File: src/rtl/sdram_arbit.sv
// SDRAM command arbiter: sequences init, auto-refresh, write and read sequencers
// onto a single SDRAM command bus, with a free-running refresh-interval timer.
module sdram_arbit #(
  parameter logic [9:0] REF_CYC = 10'd749,
  parameter logic [3:0] NOP     = 4'b0111
) (
  input  logic        sclk,
  input  logic        s_rst,
  input  logic        init_end,
  input  logic        wr_req,
  input  logic        rd_req,
  input  logic        ref_end,
  input  logic        flag_wr_end,
  input  logic        flag_rd_end,
  input  logic [3:0]  init_cmd,
  input  logic [3:0]  ref_cmd,
  input  logic [3:0]  wr_cmd,
  input  logic [3:0]  rd_cmd,
  input  logic [11:0] init_addr,
  input  logic [11:0] ref_addr,
  input  logic [11:0] wr_addr,
  input  logic [11:0] rd_addr,
  input  logic [1:0]  wr_bank,
  input  logic [1:0]  rd_bank,
  output logic [4:0]  state,
  output logic        ref_en,
  output logic        wr_en,
  output logic        rd_en,
  output logic        ref_req,
  output logic [3:0]  sdram_cmd,
  output logic [11:0] sdram_addr,
  output logic [1:0]  sdram_bank
);

  typedef enum logic [4:0] {
    AREF  = 5'b00000,
    IDLE  = 5'b00001,
    INIT  = 5'b00010,
    WRITE = 5'b00100,
    READ  = 5'b01000
  } state_t;

  state_t      state_r;
  logic        ref_en_r;
  logic        wr_en_r;
  logic        rd_en_r;
  logic        ref_req_r;
  logic [9:0]  cnt_r;
  logic        ref_grant_s;
  logic        cnt_wrap_s;
  logic [3:0]  cmd_s;
  logic [11:0] addr_s;
  logic [1:0]  bank_s;

  // Refresh is granted on the same edge that clears its request flag.
  assign ref_grant_s = (state_r == IDLE) && ref_req_r;
  assign cnt_wrap_s  = init_end && (cnt_r == REF_CYC);

  // Arbiter FSM with registered one-cycle grant pulses; bursts are never preempted.
  always_ff @(posedge sclk) begin
    if (s_rst) begin
      state_r  <= INIT;
      ref_en_r <= 1'b0;
      wr_en_r  <= 1'b0;
      rd_en_r  <= 1'b0;
    end else begin
      ref_en_r <= 1'b0;
      wr_en_r  <= 1'b0;
      rd_en_r  <= 1'b0;
      case (state_r)
        INIT: begin
          if (init_end) state_r <= IDLE;
        end
        IDLE: begin
          if (ref_req_r) begin
            state_r  <= AREF;
            ref_en_r <= 1'b1;
          end else if (wr_req) begin
            state_r <= WRITE;
            wr_en_r <= 1'b1;
          end else if (rd_req) begin
            state_r <= READ;
            rd_en_r <= 1'b1;
          end
        end
        AREF: begin
          if (ref_end) state_r <= IDLE;
        end
        WRITE: begin
          if (flag_wr_end) state_r <= IDLE;
        end
        READ: begin
          if (flag_rd_end) state_r <= IDLE;
        end
        default: state_r <= IDLE;
      endcase
    end
  end

  // Refresh interval timer, idle until initialization has completed.
  always_ff @(posedge sclk) begin
    if (s_rst) begin
      cnt_r <= 10'd0;
    end else if (!init_end) begin
      cnt_r <= 10'd0;
    end else if (cnt_wrap_s) begin
      cnt_r <= 10'd0;
    end else begin
      cnt_r <= cnt_r + 10'd1;
    end
  end

  // Refresh-due flag: a wrap sets it (winning over a same-cycle grant), a grant clears it.
  always_ff @(posedge sclk) begin
    if (s_rst) begin
      ref_req_r <= 1'b0;
    end else if (cnt_wrap_s) begin
      ref_req_r <= 1'b1;
    end else if (ref_grant_s) begin
      ref_req_r <= 1'b0;
    end else begin
      ref_req_r <= ref_req_r;
    end
  end

  // Command bus mux follows the current owner; unknown states drive NOP.
  always_comb begin
    cmd_s  = NOP;
    addr_s = 12'h000;
    bank_s = 2'b00;
    case (state_r)
      INIT: begin
        cmd_s  = init_cmd;
        addr_s = init_addr;
      end
      AREF: begin
        cmd_s  = ref_cmd;
        addr_s = ref_addr;
      end
      WRITE: begin
        cmd_s  = wr_cmd;
        addr_s = wr_addr;
        bank_s = wr_bank;
      end
      READ: begin
        cmd_s  = rd_cmd;
        addr_s = rd_addr;
        bank_s = rd_bank;
      end
      default: begin
        cmd_s  = NOP;
        addr_s = 12'h000;
        bank_s = 2'b00;
      end
    endcase
  end

  assign state      = state_r;
  assign ref_en     = ref_en_r;
  assign wr_en      = wr_en_r;
  assign rd_en      = rd_en_r;
  assign ref_req    = ref_req_r;
  assign sdram_cmd  = cmd_s;
  assign sdram_addr = addr_s;
  assign sdram_bank = bank_s;

endmodule

File: config.mk
export PLATFORM = sky130hd
export DESIGN_NAME = sdram_arbit
export DESIGN_NICKNAME = d
export VERILOG_FILES = /design/src/rtl/sdram_arbit.sv
export SDC_FILE = /design/constraint.sdc
export NUM_CORES = 1
export LEC_CHECK = 0
export ABC_AREA = 1
export CAP_MARGIN = 20
export CORE_ASPECT_RATIO = 0.5
export CORE_MARGIN = 4
export CORE_UTILIZATION = 35
export CTS_BUF_LIST = sky130_fd_sc_hd__clkbuf_4 sky130_fd_sc_hd__clkbuf_8
export CTS_CLUSTER_DIAMETER = 200
export CTS_CLUSTER_SIZE = 12
export DETAILED_ROUTE_END_ITERATION = 10
export PLACE_DENSITY_LB_ADDON = 0.15
export SYNTH_ARGS = -nofsm -noshare
export SYNTH_HDL_FRONTEND = slang
export SYNTH_SLANG_ARGS = --single-unit
File: constraint.sdc
create_clock -name sclk -period 1.5 [get_ports sclk]
set_input_delay 0.15 -clock sclk [delete_from_list [all_inputs] [get_ports sclk]]
set_output_delay 0.15 -clock sclk [all_outputs]
set_load 0.05 [all_outputs]
# Yosys cells after proc, flatten, opt, wreduce, memory -nomap -nowiden
# Index checks and enable logic that the tools add are counted.
[classes] n_lt_le_gt_ge=0 shifts=0 eq_ne=10 mux=16 div=0 n_mul=0 bitwise_logic=2 n_reduce_logical=9 addsub=1
[ops] operator="one-hot mux 12 bit (4 select lines)" count=1
[ops] operator="two-way mux 5 bit" count=7
[ops] operator="one-hot mux 5 bit (5 select lines)" count=1
[ops] operator="one-hot mux 4 bit (4 select lines)" count=1
[ops] operator="adder 10 x 1 -> 10 bit (second input constant)" count=1
[ops] operator="== test 10 bit (second input constant)" count=1
[ops] operator="inequality test 2 bit (second input constant)" count=4
[ops] operator="OR reduction 3 bit" count=2
[ops] operator="== test 5 x 1 -> 1 bit (second input constant)" count=1
[ops] operator="== test 5 x 2 -> 1 bit (second input constant)" count=1
[ops] operator="== test 5 x 3 -> 1 bit (second input constant)" count=1
[ops] operator="== test 5 x 4 -> 1 bit (second input constant)" count=1
[ops] operator="zero test 5 bit" count=1
[ops] operator="two-way mux 1 bit" count=5
[ops] operator="AND reduction 5 bit" count=1
[ops] operator="inequality test 4 bit (second input constant)" count=1
[ops] operator="one-hot mux 2 bit (2 select lines)" count=1
[ops] operator="OR reduction 4 bit" count=1
[ops] operator="logical AND 1 bit" count=2
[ops] operator="NOT 1 bit" count=2
[ops] operator="nonzero test 2 bit" count=1
[ops] operator="OR reduction 2 bit" count=1
[word_totals] mem_bits_ro=0 latchBits=0 n_memories=0 wordCells=44 output_inout_bits=27 ramBits=0 ff_bits=19

# Logic depth before layout (Yosys ltp)
# Gate-level depths: netlist (run 1).
[logic_depth] depth_word=4 depth_mapped=8 mapped_depth_nobuf=8

# Worst setup path after synthesis (run 1)
# Ideal clock, no wire load.
[synth_path] kind="register to output" from="reg state_r[1] (netlist: state[1])" to="out sdram_addr[10]" path_stages_with_launch=6 arrival_ns=1.788 slack_ns=-0.438 cell_sequence="dfxtp_1 inv_1 nor2_2 clkbuf_1 nand3_1 nand4_1"
[synth_between] elab_chain_cells=2
[synth_rtl] element="from (decl)" line="43" text="state_t state_r;"
[synth_rtl] element="from (signal assigned)" line="62" text="state_r <= INIT;"
[synth_rtl] element="from (signal assigned)" line="72" text="if (init_end) state_r <= IDLE;"
[synth_rtl] element="from (signal assigned)" line="76" text="state_r <= AREF;"
[synth_rtl] element="== test 5 x 4 -> 1 bit (tied with other cells)" line="131" text="case (state_r)"
[synth_rtl] element="one-hot mux 12 bit (4 select lines) *" line="131"
[synth_rtl] element="to (decl)" line="31" text="output logic [11:0] sdram_addr,"
# Every way passes the cells marked *; elsewhere a longest branch is shown, timed or not.

# Worst setup path in the final report (run 1)
[layout_path] from="reg state_r[2] (netlist: state[2])" to="out sdram_addr[9]"
# Same word-level chain as after synthesis.

==> out/qor.log, run 1 <==
[outcome] result of the run finished, violations left
[outcome] violations in the final reports setup timing
[synthesis] count of yosys warnings during synthesis 0
[clock_network] CTS tree yes
[floorplan] Die Footprint 5040 µm²
[final_layout] fin area 2850 µm²
[timing] period utilisation layout 108%
[routing] total vias in the final route 2008
[routing] wire length after detailed routing 5.90 mm
[floorplan] width of the die 96.5 µm
[synthesis] share of synthesized cell area in and, or, nand and nor gates 53.7%
[global_route] number of global-route vias before repair 1851
[floorplan] Die Ht 52.2 µm
[clock_network] H-Tree Level Count 1
[worst_setup_path] Worst Reg2Reg Path Length in Cells 6
[worst_setup_path] Critical Path AT 1470 ps
[floorplan] number of primary I/O pins 103
[global_route] maximum number of pins on one net before global-route repair 34
[synthesis] sequential element share of the synthesized area 26.3%
[synthesis] dominant synthesized flop cell sky130_fd_sc_hd__dfxtp_1
[synthesis] number of different library cells in the post-synthesis netlist 24
[floorplan] initial core utilization 38.0%
[timing] final critical-path setup slack -120 ps
[worst_setup_path] endpoint class of the critical path output pin
[final_layout] area growth from synthesis to final layout 108%
[worst_setup_path] CP cell instances inv_2 -> nor2_4 -> buf_4 -> buf_6 -> nand3_1 -> nand4_1 -> buf_12
[timing] final clock skew 0.751 ps
[worst_setup_path] critical path's slowest cell sky130_fd_sc_hd__dfxtp_4
[timing] final worst hold slack 456 ps
[synthesis] register bit count reported by yosys 18
[clock_network] Clock Tree Root sky130_fd_sc_hd__clkbuf_8
[global_route] antenna violations before repair 0
[routing] Iteration-0 DRC Markers 58
[timing] total setup violations reported at the end of the flow 18
[placed_design] Placement Cell Area 2640 µm²
[worst_setup_path] Critical Setup Path Class reg -> out
[worst_setup_path] RR Endpoint cnt_r[8]
[synthesis] per-instance average area after synthesis 6.17 µm²
[worst_setup_path] Max FO, Critical Path 5
[run] max_cap viols 0
[clock_network] # clock sinks 18
[worst_hold_path] cell depth of the worst hold path 3
[timing] Period minus WS final 1620 ps
[floorplan] row cnt 15
[clock_network] number of buffers added by the clock tree synthesis step 3
[worst_hold_path] hold path startpoint rd_req
[worst_hold_path] kind of path behind the tightest hold check in -> reg
[worst_setup_path] data required time at the worst endpoint 1350 ps
[worst_hold_path] endpoint of the worst hold path rd_en
[final_layout] layout cell share with drive strength beyond 1 22.4%
[worst_setup_path] worst-case register-to-register setup slack 170 ps
[placed_design] total of buffers placed on input and output ports 101
[clock_network] clock-pin slew reported for the worst setup and hold paths after clock tree synthesis 60 ps
[final_layout] Finished Core Util 79.0%
[pwr] Static Leak 1.13 nW
[synthesis] most instantiated cells after synthesis sky130_fd_sc_hd__nand3_1 (80), sky130_fd_sc_hd__nand2_1 (28), sky130_fd_sc_hd__inv_1 (19)
[placed_design] HPWL Detailed 4.67 mm
[routing] Final ANT Viol Nets 0
[worst_setup_path] startpoint of the worst-slack reg-to-reg timing path cnt_r[0]
[synthesis] number of synthesized flops with an enable pin 0
[final_layout] fin nets 410
[synthesis] post-synth top area share 29.2%
[synthesis] fraction of synthesis flops using an asynchronous set or reset pin 0%
[timing] final hold viol count 0
[global_route] grt total ovfl 0
[synthesis] xor-xnor portion of the synthesized cell area 0.639%
[routing] remaining routing DRC violations 0
[synthesis] Post-Synthesis Net Count 300
[synthesis] most common cell in the netlist sky130_fd_sc_hd__nand3_1
[synthesis] library cell occupying the most area in the post-synthesis netlist sky130_fd_sc_hd__nand3_1
[worst_setup_path] Critical Path Start Type register
[final_layout] count of antenna diodes in the layout 0
[synthesis] area of the mapped netlist 1370 µm²
[timing] final count of pins violating max slew 0
[placed_design] global placement routability congestion 0.813
[global_route] first-pass GRT wire length 8.80 mm
[routing] per-cell via count in the routed design 5.26
[clock_network] Clk Latency, worst-skew pair 250 ps
[synthesis] adder-cell share of the synthesized area 1.83%
[routing] iteration count of the initial detailed-routing pass 4
[synthesis] combinational family with the most area after synthesis simple AND/OR/NAND/NOR gates
[synthesis] share of cell area taken by muxes after synthesis 0%
[timing] maximum operating frequency 617 MHz
[synthesis] post-synthesis compound-gate area fraction 5.66%
[timing] summed negative setup slack over all endpoints -1450 ps
[floorplan] core footprint 3600 µm²
[pwr] power density cells 894 nW/µm²
[worst_setup_path] largest incremental delay on the critical path 390 ps
[synthesis] number of standard cells after synthesis 222
[synthesis] leading cell types by total area after synthesis sky130_fd_sc_hd__nand3_1 (29%), sky130_fd_sc_hd__dfxtp_1 (26%), sky130_fd_sc_hd__nand2_1 (7.7%)
[global_route] Total Routing Usage GR 22.2%
[pwr] Peak supply drop 0.000578 V
[timing] unrepaired setup endpoints after global routing true
[clock_network] Clock Path Buffers 2
[routing] drt wl/cell 15.4 µm
==> cell type report <==
class,instances,area (µm²)
tap,51,63.8
clock buffer,4,55.1
timing repair buffer,120,1360
sequential,18,375
multi-input combinational,169,918
fill,257,757
inverter,20,77.6
==> where the power goes <==
group | internal, mW | switching (mW)
Clock | 0.233 | 0.158
Sequential | 0.497 | 0.0295
Combinational | 0.765 | 0.862
Total | 1.50 | 1.05
==> layer usage <==
metal / vias to the layer above / share of wire, % / global-route usage [%]
li1: 991 / - / -
met3: 10 / 8.2 / 3.59
met4: 0 / 1.6 / 7.67
met2: 76 / 51 / 41.8
met1: 931 / 39 / 25.6
met5: - / 0 / 0
==> logic make-up (layout without fill, tap and decap cells) <==
family	count (synthesis)	in the layout
adders and majority gates	2	2
DFF	18	18
and+or+nand+nor	150	150
other	1	1
buffers and inverters	35	144
xor gates and xnor gates	1	1
AOI/OAI and AO/OA	15	15
==> critical path: cells and delay by family (launching register included) <==
| family | cells | cell delay [ps] |
|---|---|---|
| buffers and inverters | 4 | 470 |
| DFF | 1 | 390 |
| and+or+nand+nor | 3 | 350 |
==> cell usage in the layout (no fill, tap or decap) <==
cell,count
sky130_fd_sc_hd__nor3_2,1
sky130_fd_sc_hd__xnor2_1,1
sky130_fd_sc_hd__nand2_2,2
sky130_fd_sc_hd__o21ai_1,1
sky130_fd_sc_hd__nor3_1,6
sky130_fd_sc_hd__buf_4,19
sky130_fd_sc_hd__dfxtp_1,14
sky130_fd_sc_hd__conb_1,1
sky130_fd_sc_hd__nor2_1,12
sky130_fd_sc_hd__buf_12,19
sky130_fd_sc_hd__inv_2,3
sky130_fd_sc_hd__a31oi_1,2
sky130_fd_sc_hd__a21oi_1,10
sky130_fd_sc_hd__buf_6,6
sky130_fd_sc_hd__nand4_1,15
sky130_fd_sc_hd__o21ai_0,2
sky130_fd_sc_hd__nand2_1,26
sky130_fd_sc_hd__inv_4,1
sky130_fd_sc_hd__nand3_1,73
sky130_fd_sc_hd__inv_1,16
sky130_fd_sc_hd__clkdlybuf4s50_1,75
sky130_fd_sc_hd__nand3_2,8
sky130_fd_sc_hd__buf_8,1
sky130_fd_sc_hd__ha_1,2
sky130_fd_sc_hd__nor2_4,5
sky130_fd_sc_hd__dfxtp_4,4
sky130_fd_sc_hd__clkbuf_8,4
sky130_fd_sc_hd__or2_0,1
sky130_fd_sc_hd__nor2_2,1
==> state kept, by name, indices dropped and copies added (netlist names) <==
signal,count
wr_en,1
ref_req,1
state,4
cnt_r,10
rd_en,1
ref_en,1
==> how the worst max path moves through the flow <==
stage	from	to	cells after the start
finish	state[2]	sdram_addr[9]	7
detailed placement	state[3]	sdram_addr[1]	6
CTS	state[1]	sdram_cmd[0]	7
floorplan	state[3]	sdram_addr[10]	6
global placement	state[1]	sdram_addr[8]	6
global route	state[2]	sdram_addr[10]	7
==> per-stage QoR <==
step | power, mW | instances | setup WS [ps]
floorplan | 1.34 | 222 | -13.7
global placement | 2.04 | 369 | 135
detailed placement | 2.06 | 369 | 77.6
CTS | 2.54 | 379 | -83.5
global route | 2.65 | 382 | -188
finish | 2.55 | 382 | -120
==> repair_timing <==
action	4_1_cts	5_1_grt
buffers inserted	6	2
hold buffers	0	0
pin swaps	7	1
resized for setup	16	6
endpoints found under the setup margin	18	19
cloned	0	1
No activity file was read; power rests on OpenSTA's default activity.
==> run 2, diff against run 1 <==
--- a/config.mk
+++ b/config.mk
@@ -6,7 +6,6 @@
 export NUM_CORES = 1
 export LEC_CHECK = 0
 export ABC_AREA = 1
-export CAP_MARGIN = 20
 export CORE_ASPECT_RATIO = 0.5
 export CORE_MARGIN = 4
 export CORE_UTILIZATION = 35
==> results of run 2 <==
The final DEF is identical to that of run 1; final timing and power are the same.
==> run 3, diff against run 2 <==
--- a/config.mk
+++ b/config.mk
@@ -14,6 +14,7 @@
 export CTS_CLUSTER_SIZE = 12
 export DETAILED_ROUTE_END_ITERATION = 10
 export PLACE_DENSITY_LB_ADDON = 0.15
+export SETUP_SLACK_MARGIN = 0.05
 export SYNTH_ARGS = -nofsm -noshare
 export SYNTH_HDL_FRONTEND = slang
 export SYNTH_SLANG_ARGS = --single-unit
==> run 3 against run 2 <==
Net effect:
- the flow still finishes with violations (setup timing)
- clock power shrank 7.4%
- register-to-register slack gained 40 ps
- first-iteration DRC count grew 3.4%
- hold slack lost 17 ps
- critical path type unchanged
- critical endpoint is now sdram_addr[2]
- largest cell class unchanged
==> out/qor.log, run 3 (synthesis gave the netlist of run 1 again) <==
[outcome] result of the run finished, violations left
[outcome] violations in the final reports setup timing
[global_route] Total Routing Usage GR 22.0%
[pwr] Static Leak 1.12 nW
[timing] total setup violations reported at the end of the flow 18
[floorplan] width of the die 96.5 µm
[timing] final count of pins violating max slew 0
[routing] total vias in the final route 2001
[worst_hold_path] cell depth of the worst hold path 1
[pwr] total internal power 1.46 mW
[worst_hold_path] hold path startpoint cnt_r[0]
[pwr] total power of the final layout 2.51 mW
[final_layout] Most flops, register cnt_r
[floorplan] Die Footprint 5040 µm²
[timing] final hold viol count 0
[floorplan] Die Ht 52.2 µm
[global_route] number of global-route vias before repair 1841
[pwr] power density cells 894 nW/µm²
[pwr] switching power of the nets 1.05 mW
[worst_hold_path] endpoint of the worst hold path cnt_r[0]
[timing] Period minus WS final 1630 ps
[clock_network] clock-pin slew reported for the worst setup and hold paths after clock tree synthesis 70 ps
[routing] drt wl/cell 15.4 µm
[pwr] share of total power in sequential cells 21.0%
[worst_setup_path] Max FO, Critical Path 19
[routing] per-cell via count in the routed design 5.27
[placed_design] number of placed cells counting well taps 370
[final_layout] area growth from synthesis to final layout 105%
[worst_setup_path] startpoint of the worst-slack reg-to-reg timing path state[1]
[routing] wire length after detailed routing 5.86 mm
[floorplan] row cnt 15
[placed_design] Placement Cell Area 2640 µm²
[routing] Iteration-0 DRC Markers 60
[pwr] switching fraction of total power 41.9%
[timing] final clock skew 5.04 ps
[final_layout] fill cell instance count of the final layout 256
[floorplan] number of primary I/O pins 103
[final_layout] most frequent cells in the layout sky130_fd_sc_hd__nand3_1 (76), sky130_fd_sc_hd__clkdlybuf4s50_1 (75), sky130_fd_sc_hd__nand2_1 (28)
[clock_network] H-Tree Level Count 1
[final_layout] max reg flops 10
[worst_setup_path] data required time at the worst endpoint 1350 ps
[clock_network] # clock sinks 18
[placed_design] global placement routability congestion 0.804
[final_layout] count of antenna diodes in the layout 0
[timing] summed negative setup slack over all endpoints -1210 ps
[timing] final critical-path setup slack -131 ps
[pwr] Peak supply drop 0.000767 V
[worst_setup_path] timing startpoint of the critical path state[1]
[pwr] fraction of power consumed by combinational cells 64.6%
[placed_design] HPWL Detailed 4.51 mm
[floorplan] initial core utilization 38.0%
[final_layout] fin nets 408
[routing] remaining routing DRC violations 0
[worst_setup_path] RR Endpoint state[3]
[run] max_cap viols 0
[worst_setup_path] Critical Path AT 1480 ps
[worst_setup_path] Worst Reg2Reg Path Length in Cells 7
[worst_setup_path] Critical Path Start Type register
[placed_design] total of buffers placed on input and output ports 101
[clock_network] Clock Tree Root sky130_fd_sc_hd__clkbuf_8
[timing] maximum operating frequency 613 MHz
[pwr] part of the total power dissipated in the clock network 14.4%
[timing] unrepaired setup endpoints after global routing true
[routing] Final ANT Viol Nets 0
[worst_hold_path] kind of path behind the tightest hold check reg -> reg
[timing] final worst hold slack 439 ps
[worst_setup_path] worst-case register-to-register setup slack 210 ps
[worst_setup_path] endpoint class of the critical path output pin
[global_route] first-pass GRT wire length 8.78 mm
[global_route] antenna violations before repair 0
[global_route] maximum number of pins on one net before global-route repair 20
[global_route] grt total ovfl 0
[clock_network] Clk Latency, worst-skew pair 250 ps
[routing] iteration count of the initial detailed-routing pass 4
[final_layout] fin area 2800 µm²
[timing] period utilisation layout 109%
[final_layout] most common cell after layout, fill and taps aside sky130_fd_sc_hd__nand3_1
[floorplan] core footprint 3600 µm²
[clock_network] number of buffers added by the clock tree synthesis step 3
[clock_network] Clock Path Buffers 2
[final_layout] final instance count without filler cells 380
[clock_network] CTS tree yes
[final_layout] layout cell share with drive strength beyond 1 21.3%
[worst_setup_path] Critical Setup Path Class reg -> out
[run 3: changes by cell type in the layout (fill, tap and decap cells not counted), sizes merged]
| cell | delta |
|---|---|
| buf | -2 |
[run 3: timing repair]
item	4_1_cts	5_1_grt
hold buffers	0	0
endpoints found under the setup margin	18	19
setup buffers	6	0
gates resized for setup	11	7
pin swaps	6	2
[run 3: power by group through the flow]
stage	combinational, mW	clock, mW	sequential [mW]
2_1_floorplan	0.766	0	0.580
4_1_cts	1.60	0.375	0.525
3_5_place_dp	1.53	0	0.535
6_report	1.62	0.362	0.526
5_1_grt	1.69	0.394	0.529
3_3_place_gp	1.50	0	0.533
[run 3: critical path, stage by stage, from the launching register on]
cell                      delay, ps
sky130_fd_sc_hd__dfxtp_4        360
sky130_fd_sc_hd__nor2_4         210
sky130_fd_sc_hd__buf_8          190
sky130_fd_sc_hd__nand3_1        100
sky130_fd_sc_hd__nand4_1        190
sky130_fd_sc_hd__buf_12         170
[run 3: worst max path at each step]
stage / end / slack (ps) / depth (start not counted)
finish: sdram_addr[2] / -130 / 5
floorplan: sdram_addr[10] / -10 / 6
global route: sdram_addr[2] / -170 / 5
CTS: sdram_addr[3] / -80 / 5
detailed placement: sdram_addr[6] / 100 / 5
global placement: sdram_addr[6] / 130 / 5
[run 3: per-layer routing]
metal  share of wire (%)  up-vias  global-route usage [%]  routed length (µm)
met2                  52       66                    42.0                3050
met4                 1.2        0                    5.81                  72
li1                    -      986                       -                   -
met1                  38      939                    25.4                2230
met3                 8.7       10                    3.87                 510
met5                   0        -                       0                   0
[run 3: per-stage QoR]
stage	setup WS (ps)	utilization, %
2_1_floorplan	-13.7	-
3_3_place_gp	134	73.4
3_5_place_dp	98.8	73.4
4_1_cts	-79.9	77.2
5_1_grt	-167	77.8
6_report	-131	77.8
[run 3: area by class of cell]
cell class                      instances  area, µm²  area share (%)
Timing Repair Buffer                  118       1330            47.5
Multi-Input combinational cell        169        908            32.4
Sequential cell                        18        377            13.4
Inverter                               20       75.1            2.68
Tap cell                               51       63.8            2.28
Clock buffer                            4       48.8            1.74
